==> config.mk <==
export PLATFORM = sky130hd
export DESIGN_NAME = mem_port_arbiter
export DESIGN_NICKNAME = d
export VERILOG_FILES = /design/src/rtl/rv32_mem_pkg.sv /design/src/rtl/mem_port_arbiter.sv
export SDC_FILE = /design/constraint.sdc
export NUM_CORES = 1
export LEC_CHECK = 0
export CAP_MARGIN = 10
export CORE_ASPECT_RATIO = 1.1
export CORE_UTILIZATION = 55
export CTS_CLUSTER_DIAMETER = 80
export CTS_CLUSTER_SIZE = 40
export DETAILED_ROUTE_END_ITERATION = 7
export DONT_BUFFER_PORTS = 1
export PLACE_DENSITY_LB_ADDON = 0.12
export SLEW_MARGIN = 20
export SYNTH_ARGS = -nofsm -noshare
export SYNTH_HDL_FRONTEND = slang
export SYNTH_SLANG_ARGS = --single-unit
==> constraint.sdc <==
create_clock -name i_clk -period 2.25 [get_ports i_clk]
set_clock_uncertainty 0.05 [all_clocks]
set_input_delay 0.45 -clock i_clk [delete_from_list [all_inputs] [get_ports i_clk]]
set_output_delay 0.45 -clock i_clk [all_outputs]
set_load 0.05 [all_outputs]
==> src/rtl/rv32_mem_pkg.sv <==
// Shared encodings for the unified-memory port arbiter.
// Holds the FSM state codes, the request-source codes and the full-word byte mask.
// Pure constants: no logic, no timing.
package rv32_mem_pkg;

  localparam logic [1:0] ST_IDLE = 2'd0;
  localparam logic [1:0] ST_REQ  = 2'd1;
  localparam logic [1:0] ST_WAIT = 2'd2;
  localparam logic [1:0] ST_RESP = 2'd3;

  localparam logic SRC_I = 1'b0;
  localparam logic SRC_D = 1'b1;

  localparam logic [3:0] MASK_WORD = 4'hF;

endpackage

==> src/rtl/mem_port_arbiter.sv <==
// Shares one single-ported memory between fetch (I) and load/store (D); data wins, a starvation guard forces fetch.
// Latency: request seen in IDLE -> o_mem_req next cycle; ready pulses the cycle after i_mem_rvalid (min 3 cycles).
// Backpressure: requesters hold valid until their ready pulse; o_mem_req and its fields are held until i_mem_gnt.
module mem_port_arbiter
  import rv32_mem_pkg::*;
#(
  parameter int XLEN         = 32,
  parameter int ADDR_W       = 32,
  parameter int STARVE_LIMIT = 4
) (
  input  logic              i_clk,
  input  logic              i_rst_n,
  input  logic              i_imem_valid,
  input  logic [ADDR_W-1:0] i_imem_addr,
  output logic              o_imem_ready,
  output logic [XLEN-1:0]   o_imem_rdata,
  input  logic              i_dmem_valid,
  input  logic              i_dmem_wen,
  input  logic [ADDR_W-1:0] i_dmem_addr,
  input  logic [XLEN-1:0]   i_dmem_wdata,
  input  logic [3:0]        i_dmem_mask,
  output logic              o_dmem_ready,
  output logic [XLEN-1:0]   o_dmem_rdata,
  output logic              o_mem_req,
  output logic              o_mem_wen,
  output logic [ADDR_W-1:0] o_mem_addr,
  output logic [XLEN-1:0]   o_mem_wdata,
  output logic [3:0]        o_mem_mask,
  input  logic              i_mem_gnt,
  input  logic              i_mem_rvalid,
  input  logic [XLEN-1:0]   i_mem_rdata,
  output logic              o_busy
);

  localparam int CNT_W = $clog2(STARVE_LIMIT + 1);
  localparam logic [CNT_W-1:0] LIMIT = CNT_W'(STARVE_LIMIT);

  logic [1:0]        state;
  logic [CNT_W-1:0]  starve_cnt;
  logic              src;
  logic [ADDR_W-1:0] lat_addr;
  logic              lat_wen;
  logic [XLEN-1:0]   lat_wdata;
  logic [3:0]        lat_mask;
  logic              abandoned;
  logic [XLEN-1:0]   imem_rdata_q;
  logic [XLEN-1:0]   dmem_rdata_q;

  logic              grant_d;
  logic              grant_i;
  logic              src_valid;
  logic [ADDR_W-1:0] src_addr;
  logic              drop;

  // Grant selection and detection of a requester that has walked away from its transaction
  always_comb begin
    grant_d   = i_dmem_valid && (!i_imem_valid || (starve_cnt < LIMIT));
    grant_i   = i_imem_valid && !grant_d;
    src_valid = (src == SRC_D) ? i_dmem_valid : i_imem_valid;
    src_addr  = (src == SRC_D) ? i_dmem_addr  : i_imem_addr;
    // Once abandoned, a transaction stays abandoned even if the requester comes back
    drop      = abandoned || !src_valid || (src_addr != lat_addr);
  end

  // Transaction FSM: latch the winner in IDLE, run it to completion, always finish through RESP
  always_ff @(posedge i_clk) begin
    if (!i_rst_n) begin
      state     <= ST_IDLE;
      src       <= SRC_I;
      lat_addr  <= '0;
      lat_wen   <= 1'b0;
      lat_wdata <= '0;
      lat_mask  <= '0;
      abandoned <= 1'b0;
    end else begin
      case (state)
        ST_IDLE: begin
          if (grant_d || grant_i) begin
            state     <= ST_REQ;
            abandoned <= 1'b0;
            if (grant_d) begin
              src       <= SRC_D;
              lat_addr  <= i_dmem_addr;
              lat_wen   <= i_dmem_wen;
              lat_wdata <= i_dmem_wdata;
              lat_mask  <= i_dmem_mask;
            end else begin
              src       <= SRC_I;
              lat_addr  <= i_imem_addr;
              lat_wen   <= 1'b0;
              lat_wdata <= '0;
              lat_mask  <= MASK_WORD;
            end
          end
        end
        ST_REQ: begin
          abandoned <= drop;
          if (i_mem_gnt) begin
            state <= ST_WAIT;
          end
        end
        ST_WAIT: begin
          abandoned <= drop;
          if (i_mem_rvalid) begin
            state <= ST_RESP;
          end
        end
        ST_RESP: begin
          state <= ST_IDLE;
        end
        default: begin
          state <= ST_IDLE;
        end
      endcase
    end
  end

  // Starvation counter: counts data grants that overtook a pending fetch
  always_ff @(posedge i_clk) begin
    if (!i_rst_n) begin
      starve_cnt <= '0;
    end else if (state == ST_IDLE && (grant_d || grant_i)) begin
      if (grant_d && i_imem_valid) begin
        starve_cnt <= (starve_cnt == LIMIT) ? LIMIT : starve_cnt + 1'b1;
      end else begin
        starve_cnt <= '0;
      end
    end
  end

  // Response capture into the owning source's data register; abandoned responses are discarded
  always_ff @(posedge i_clk) begin
    if (!i_rst_n) begin
      imem_rdata_q <= '0;
      dmem_rdata_q <= '0;
    end else if (state == ST_WAIT && i_mem_rvalid && !drop) begin
      if (src == SRC_D) begin
        dmem_rdata_q <= i_mem_rdata;
      end else begin
        imem_rdata_q <= i_mem_rdata;
      end
    end
  end

  assign o_mem_req    = (state == ST_REQ);
  assign o_mem_wen    = o_mem_req ? lat_wen   : 1'b0;
  assign o_mem_addr   = o_mem_req ? lat_addr  : '0;
  assign o_mem_wdata  = o_mem_req ? lat_wdata : '0;
  assign o_mem_mask   = o_mem_req ? lat_mask  : 4'h0;

  assign o_imem_ready = (state == ST_RESP) && (src == SRC_I) && !drop;
  assign o_dmem_ready = (state == ST_RESP) && (src == SRC_D) && !drop;
  assign o_imem_rdata = imem_rdata_q;
  assign o_dmem_rdata = dmem_rdata_q;
  assign o_busy       = (state != ST_IDLE);

endmodule

Word level (Yosys, flattened, before mapping)
Cells that the tools add are included.
{ "totals": {"register_bits": 140} }
{ "classes": {"n_addsub": 1, "magnitude_cmp": 1, "eq_ne": 8, "muxes": 19, "bitwise": 1, "reduce_logical": 27} }
{ "ops": {"columns": ["op", "n"], "rows": [
  ["2-to-1 mux 32 bit", 5],
  ["inequality test 32 bit", 1],
  ["logical AND 1 bit", 10],
  ["2-to-1 mux 4 bit", 2],
  ["one-hot mux 2 bit (4 select lines)", 1],
  ["AND reduction 2 bit", 4],
  ["2-to-1 mux 2 bit", 3],
  ["2-to-1 mux 3 bit", 2],
  ["2-to-1 mux 1 bit", 5],
  ["== test 2 bit (second input constant)", 2],
  ["zero test 1 bit", 4],
  ["logical OR 1 bit", 4],
  ["inequality test 2 bit (second input constant)", 2],
  ["nonzero test 2 bit", 2],
  ["adder 3 x 1 -> 3 bit (second input constant)", 1],
  ["== test 3 bit (second input constant)", 1],
  ["less-than comparator 3 bit (second input constant)", 1],
  ["AND reduction 3 bit", 1],
  ["== test 2 x 1 -> 1 bit (second input constant)", 1],
  ["zero test 2 bit", 1],
  ["inequality test 2 x 1 -> 1 bit (second input constant)", 1],
  ["one-hot mux 1 bit (2 select lines)", 1],
  ["OR reduction 2 bit", 1],
  ["NOT 1 bit", 1]
]} }

Depth between registers and ports, before layout
Gate-level depths: netlist (run 1).
{ "depth": {"ltp_word": 8, "mapped_depth": 10, "ltp_nobuf": 7} }

Worst setup path before layout (run 1)
No wires, ideal clock.
{ "synth_timing": {"path_kind": "register to output", "start": "register src", "end": "output o_imem_ready", "t_arrival_ns": 2.352, "required_ns": 1.750, "setup_slack_ns": -0.602, "stages_incl_launch_ff": 9, "n_path_buf": 2, "cell_sequence": "dfxtp_1 buf_6 buf_6 mux2i_1 o22ai_1 a211oi_1 nand4_1 nor4_1 nor2b_1"} }
{ "synth_via": {"elab_chain_len": 6, "word_cells_on_any_way": 10, "classes_between": "eq/ne: 1; mux: 2; bitwise: 1; reduce/logical: 6"} }
{ "synth_rtl": {"columns": ["item", "line", "rtl"], "rows": [
  ["start: declaration", "mem_port_arbiter.sv:40", "logic src;"],
  ["start signal: assignment", "mem_port_arbiter.sv:69", "src <= SRC_I;"],
  ["start signal: assignment", "mem_port_arbiter.sv:82", "src <= SRC_D;"],
  ["start signal: assignment", "mem_port_arbiter.sv:88", "src <= SRC_I;"],
  ["branches (longest 5 deep; another with 2-to-1 mux 32 bit)", null, null],
  ["logical AND 1 bit (*)", "mem_port_arbiter.sv:151", "assign o_imem_ready = (state == ST_RESP) && (src == SRC_I) && !drop;"],
  ["end: declaration", "mem_port_arbiter.sv:15", "output logic o_imem_ready,"]
]} }
Every way passes the cells marked *.

Worst setup path in the final report (run 1)
Ends and elaborated chain as after synthesis.

==> impl_metrics.py, run 1 <==
metrics = {
    "status": {
        "status": "complete, but fails checks",
        "violations": "negative setup slack",
    },
    "logic_synthesis": {
        "synth-seq-cells": 140,
        "synthTopCellsByCount": "dfxtp_1, nand2_1, mux2i_1",
        "synth-edff-count": 0,
        "synth_ff_type": "dfxtp_1",
        "post-synth-top-count-cell": "dfxtp_1",
        "netlist_top_cells_area": "dfxtp_1, mux2i_1, nand2_1, and2_1, o211a_1",
        "ys_types": 34,
        "synth_async_sr_flop_share": 0,
        "synth_top_area_cell": "dfxtp_1",
        "yosys_warnings": 0,
        "syn_inst": 719,
        "synth_fp_nets": 864,
        "seq_area_frac_synth": 0.415,
        "syn_area_um2": 6760,
        "yosysTopAreaCellShare": 0.415,
        "syn_area_per_cell_um2": 9.40,
    },
    "final_layout": {
        "fin_nets": 942,
        "drive_gt1_frac": 0.220,
        "fillCellCount": 741,
        "utilization": 0.784,
        "antenna_cells": 0,
        "finalNonFillerCells": 963,
        "area_growth_pct": 39.1,
    },
    "detailed_routing": {
        "vias_per_cell": 5.85,
        "wl_met2_mm": 9.45,
        "vias": 5637,
        "wl_per_cell_um": 19.5,
        "first_iter_violations": 301,
        "routed_wl_mm": 18.7,
        "antenna_left": 0,
        "drc_errors": 0,
        "drt-pass1-iter-count": 6,
        "top_layer_used": "met4",
        "wirelength_met1_mm": 6.75,
        "dr_wl_met3_mm": 1.80,
    },
    "placed_design": {
        "place_inst": 914,
        "port_buffers": 0,
        "place_hpwl_mm": 12.3,
        "gp_congestion": 0.835,
    },
    "setup_path": {
        "crit_type": "register to primary output",
        "worstPathArrival_ps": 2710,
        "endpoint": "o_imem_ready",
        "rr_endpoint": "o_dmem_rdata[16]",
        "cp_max_fo": 7,
        "critPathLaunchType": "register",
        "end_kind": "primary output",
        "reg2reg_from": "src",
        "ff2ff_path_depth": 11,
        "startpoint": "src",
        "r2r_setup_slack_ps": -790,
        "crit_required_ps": 1750,
    },
    "sta": {
        "setup_slack_ps": -958,
        "tightest_slew_ps": 655,
        "finalHoldViolCount": 0,
        "min_period_over_period": 1.43,
        "fmax_mhz": 312,
        "fin_tns_setup_ps": -43370,
        "rsz0062_at_grt": "true",
        "slew_violations": 0,
        "setup_viol": 66,
        "relSlewSlack": 0.563,
        "min_period_ps": 3210,
        "hold-worst-slack_ps": 130,
    },
    "global_route": {
        "grt_max_degree": 174,
        "grtUsageTotal": 0.290,
        "grt_overflow": 0,
        "grt_pass1_vias": 5679,
        "antenna_found_initial": 0,
        "grt_pass1_wl_mm": 28.4,
    },
    "clock_network": {
        "insertion_delay_ps": 420,
        "cts_sinks": 140,
        "clk_path_buf_depth": 2,
        "cts_tree": "yes",
        "holdBufCountCts": 0,
        "numCtsBuffers": 17,
        "htreeDepth": 4,
        "cts-root-buf": "clkbuf_16",
        "path_clk_slew_ps": 60,
    },
    "die": {
        "die_area_um2": 12700,
        "die_y_um": 118,
        "ios": 276,
        "start_util": 0.564,
        "die_w_um": 108,
        "rows": 42,
        "coreArea_um2": 12000,
    },
    "power": {
        "power_density_nw_per_um2": 1080,
        "p_leak_nw": 4.11,
        "vdd_ir_drop_max_v": 0.000763,
        "p_total_w": 0.0101,
    },
    "run": {
        "maxCapViolCount": 0,
    },
    "worst_hold_path": {
        "hold_class": "input port to register",
    },
}
[area by class of cell]
cell class                      count  area [um^2]  area share
Tap cell                          154          193      0.0205
Clock inverter                     13          154      0.0164
Inverter                            7         26.3     0.00280
Clock buffer                       18          439      0.0467
Multi-Input combinational cell    516         3810       0.405
Timing Repair Buffer              115         1970       0.210
Sequential cell                   140         2810       0.299
[cells by family (layout without fill, tap and decap cells)]
| kind of cell | Yosys count | after routing | synth area share |
|---|---|---|---|
| multiplexers | 129 | 129 | 0.191 |
| flip-flops | 140 | 140 | 0.415 |
| adder cells (fa/ha/maj) | 6 | 6 | 0.0111 |
| buffers and inverters | 63 | 153 | 0.0435 |
| XOR/XNOR | 25 | 25 | 0.0324 |
| AO/OA/AOI/OAI | 87 | 87 | 0.110 |
| AND/OR/NAND/NOR | 269 | 269 | 0.197 |
[routing by layer]
layer	vias up	GRT usage
met3	53	0.120
met4	0	0.153
met5	-	0
li1	2631	-
met2	265	0.496
met1	2688	0.298
[worst min path at each step]
stage	cells past startpoint	to	from
4_1_cts	1	lat_addr[18]	i_rst_n
2_1_floorplan	2	abandoned	abandoned
6_report	2	o_dmem_rdata[17]	i_rst_n
3_5_place_dp	2	abandoned	abandoned
3_3_place_gp	2	starve_cnt[0]	starve_cnt[0]
5_1_grt	1	lat_addr[18]	i_rst_n
[repair_timing]
| action | CTS | global route |
|---|---|---|
| pin swaps | 6 | 8 |
| buffers inserted | 8 | 8 |
| cloned | 4 | 1 |
| setup endpoints to repair | 74 | 85 |
| resized for setup | 15 | 26 |
[flip-flops by register name (all words and copies together), names as in the netlist]
register / count
src: 1
o_dmem_rdata: 32
lat_wdata: 32
lat_wen: 1
lat_mask: 4
starve_cnt: 3
o_imem_rdata: 32
abandoned: 1
lat_addr: 32
state: 2
[per-stage QoR]
stage / area, um^2 / worst slack (ps)
global route: 9400 / -1050
detailed placement: 8410 / -546
CTS: 9260 / -900
global placement: 8410 / -474
floorplan: 6790 / -227
finish: 9400 / -958
[worst max-delay path: stages (launching register included)]
cell     delay (ps)
dfxtp_4         420
buf_4           140
buf_12          120
mux2i_4         250
buf_4           140
o22ai_1          80
nor4_1          240
nand3_1         130
buf_4           170
nor4_4          230
nor2b_4         210
buf_12          140
[power by group]
part	internal [W]	switching, W
combinational	0.00191	0.00227
sequential	0.00286	0.000292
clock	0.00168	0.00113
[placed cells by master, fill, tap and decap left out, types with 7 or more instances in the layout]
| cell | n |
|---|---|
| o211a_1 | 32 |
| a22oi_1 | 35 |
| mux2i_2 | 8 |
| clkbuf_16 | 18 |
| xnor2_1 | 25 |
| nand2_1 | 133 |
| nor2_1 | 8 |
| nor2b_1 | 37 |
| inv_1 | 7 |
| dfxtp_1 | 139 |
| buf_4 | 26 |
| mux2i_1 | 119 |
| buf_12 | 80 |
| and2_1 | 67 |
No activity file was read; power rests on OpenSTA's default activity.
==> run 2: changes to the inputs <==
--- a/config.mk
+++ b/config.mk
@@ -8,10 +8,12 @@
 export CAP_MARGIN = 10
 export CORE_ASPECT_RATIO = 1.1
 export CORE_UTILIZATION = 55
+export CTS_BUF_LIST = sky130_fd_sc_hd__clkbuf_2
 export CTS_CLUSTER_DIAMETER = 80
 export CTS_CLUSTER_SIZE = 40
 export DETAILED_ROUTE_END_ITERATION = 7
 export DONT_BUFFER_PORTS = 1
+export GPL_TIMING_DRIVEN = 0
 export PLACE_DENSITY_LB_ADDON = 0.12
 export SLEW_MARGIN = 20
 export SYNTH_ARGS = -nofsm -noshare
==> run 2 against run 1 <==
  * The flow still finishes with violations (negative setup slack)
  * Cell area up 0.52%
  * Sequential power up 2%
  * Count of clock-buffer cells in the layout down 1
  * Sequential cell count unchanged
  * Sequential share of layout area down 0.10 points
  * Maximum frequency down 11%
  * First-iteration DRC count up 39%
  * Worst setup slack worse by 400 ps
  * Utilization up 0.41 points
  * Combinational power up 11%
  * Via count up 13%
  * Register-to-register slack worse by 60 ps
  * Critical endpoint unchanged
  * Largest cell class unchanged
  * Largest power group unchanged
==> impl_metrics.py, run 2 (synthesized netlist as in run 1, its figures left out) <==
metrics = {
    "status": {
        "status": "complete, but fails checks",
        "violations": "negative setup slack",
    },
    "placed_design": {
        "gp_congestion": 0.865,
        "port_buffers": 0,
        "placed_area_um2": 6980,
        "place_hpwl_mm": 13.8,
    },
    "clock_network": {
        "path_clk_slew_ps": 220,
        "insertion_delay_ps": 710,
        "cts_tree": "yes",
        "clk_path_buf_depth": 2,
        "cts_sinks": 140,
        "numCtsBuffers": 17,
        "htreeDepth": 4,
        "cts-root-buf": "clkbuf_2",
    },
    "final_layout": {
        "layout_commonest_cell": "dfxtp_1",
        "stdcell_area_um2": 9450,
        "final_cell_mix": "dfxtp_1, dlygate4sd3_1, nand2_1",
        "fin_nets": 1053,
        "regArea_um2": 2810,
        "multiInputGateArea_um2": 4000,
        "area_growth_pct": 39.8,
        "drive_gt1_frac": 0.215,
        "fillCellCount": 729,
    },
    "sta": {
        "min_period_ps": 3610,
        "finalHoldViolCount": 0,
        "relSlewSlack": 0.450,
        "setup_slack_ps": -1360,
        "min_period_over_period": 1.60,
        "fmax_mhz": 277,
        "tightest_slew_ps": 824,
        "fin_tns_setup_ps": -65760,
        "rsz0062_at_grt": "true",
        "slew_violations": 0,
        "setup_viol": 136,
    },
    "setup_path": {
        "crit_path_frequent_cell": "buf_4",
        "worstPathArrival_ps": 3110,
        "crit_chain": "buf_12 -> buf_4 -> mux2i_1 -> xnor2_1 -> nor4_1 -> nand4_1 -> buf_4 -> nor4_4 -> nor2b_4",
        "crit_type": "register to primary output",
        "crit_required_ps": 1750,
        "cp_max_fo": 6,
        "critPathLaunchType": "register",
        "end_kind": "primary output",
        "slowest_stage": "dfxtp_4",
        "cpPeakStageDelay_ps": 420,
    },
    "die": {
        "rows": 42,
        "ios": 276,
        "start_util": 0.564,
        "coreArea_um2": 12000,
        "die_y_um": 118,
        "die_w_um": 108,
        "die_area_um2": 12700,
    },
    "global_route": {
        "grt_max_degree": 17,
        "grt_overflow": 0,
        "antenna_found_initial": 1,
        "grt_pass1_vias": 6699,
        "grtUsageTotal": 0.345,
        "grt_pass1_wl_mm": 33.8,
    },
    "detailed_routing": {
        "routed_wl_mm": 22.8,
        "drc_errors": 0,
        "first_iter_violations": 419,
        "drt-pass1-iter-count": 7,
        "vias_per_cell": 5.93,
        "antenna_left": 0,
        "vias": 6381,
        "wl_per_cell_um": 21.2,
    },
    "power": {
        "power_switching_w": 0.00405,
        "p_total_w": 0.00931,
        "pwr-share-comb": 0.498,
        "p_int_w": 0.00526,
        "vdd_ir_drop_max_v": 0.000694,
        "p_leak_nw": 4.16,
        "p_sw_frac": 0.435,
        "power_density_nw_per_um2": 985,
        "seq_power_share": 0.346,
        "clock_power_share": 0.156,
    },
    "worst_hold_path": {
        "hold_class": "input port to register",
    },
    "run": {
        "maxCapViolCount": 0,
    },
}
run 2: cell types whose count changed in the layout (fill, tap and decap cells not counted), moves of 3 or more:
| cell | change |
|---|---|
| and2_1 | -66 |
| and2_4 | +67 |
| buf_12 | -73 |
| buf_4 | -10 |
| buf_6 | +16 |
| buf_8 | +9 |
| clkbuf_1 | +27 |
| clkbuf_16 | -16 |
| clkbuf_2 | +25 |
| dlygate4sd3_1 | +134 |
| inv_1 | -3 |
| inv_8 | +4 |
run 2: worst max-delay path, delay by kind of cell, from the launching register on:
family / cells / cell delay, ps
xor+xnor: 1 / 120
buf+inv: 3 / 520
mux: 1 / 260
flops: 1 / 420
simple gates: 4 / 1110
run 2: area by class of cell:
| class | instances | area share |
|---|---|---|
| multi-input cells | 516 | 0.423 |
| clock buffers | 17 | 0.00901 |
| repair buffers | 172 | 0.185 |
| diodes | 1 | 0.000265 |
| inverters | 7 | 0.00318 |
| clock inverters | 15 | 0.0154 |
| plain buffers | 54 | 0.0458 |
| flip-flops and latches | 140 | 0.298 |
| well taps | 154 | 0.0204 |
run 2: power by group through the flow:
| stage | sequential [W] | clock (W) | combinational (W) |
|---|---|---|---|
| after detailed placement | 0.00319 | 0 | 0.00308 |
| after CTS | 0.00317 | 0.00147 | 0.00426 |
| after global placement | 0.00316 | 0 | 0.00301 |
| after global routing | 0.00325 | 0.00159 | 0.00486 |
| final | 0.00322 | 0.00145 | 0.00464 |
| after floorplan | 0.00311 | 0 | 0.00252 |
run 2: worst paths after layout:
check,startpoint,to,slack (ps),cells after the start
setup / recovery,src,o_imem_ready,-1360,9
hold / removal,i_dmem_valid,starve_cnt[0],70,3
setup reg to reg,src,o_dmem_rdata[22],-850,12
hold reg to reg,abandoned,abandoned,460,2
run 2: repair_timing:
item / 4_1_cts / 5_1_grt
setup endpoints to repair: 172 / 189
buffers inserted: 27 / 11
pin swaps: 11 / 8
gates cloned: 4 / 0
hold buffers: 134 / 0
hold endpoints to repair: 134 / 0
resized for setup: 208 / 50
run 2: stage by stage:
stage / hold WS, ps / utilization / cells / worst slack, ps
floorplan: 395 / - / 719 / -227
global placement: 415 / 0.583 / 873 / -727
detailed placement: 446 / 0.583 / 873 / -857
CTS: 1.68 / 0.772 / 1069 / -1240
global route: 61.5 / 0.788 / 1076 / -1500
finish: 72.6 / 0.788 / 1076 / -1360
run 2: layer usage:
metal	wire length, um	track usage	vias to the layer above
met5	0	0	-
met4	1040	0.180	0
met2	11400	0.611	382
met3	2140	0.106	92
li1	-	-	2865
met1	8220	0.360	3042
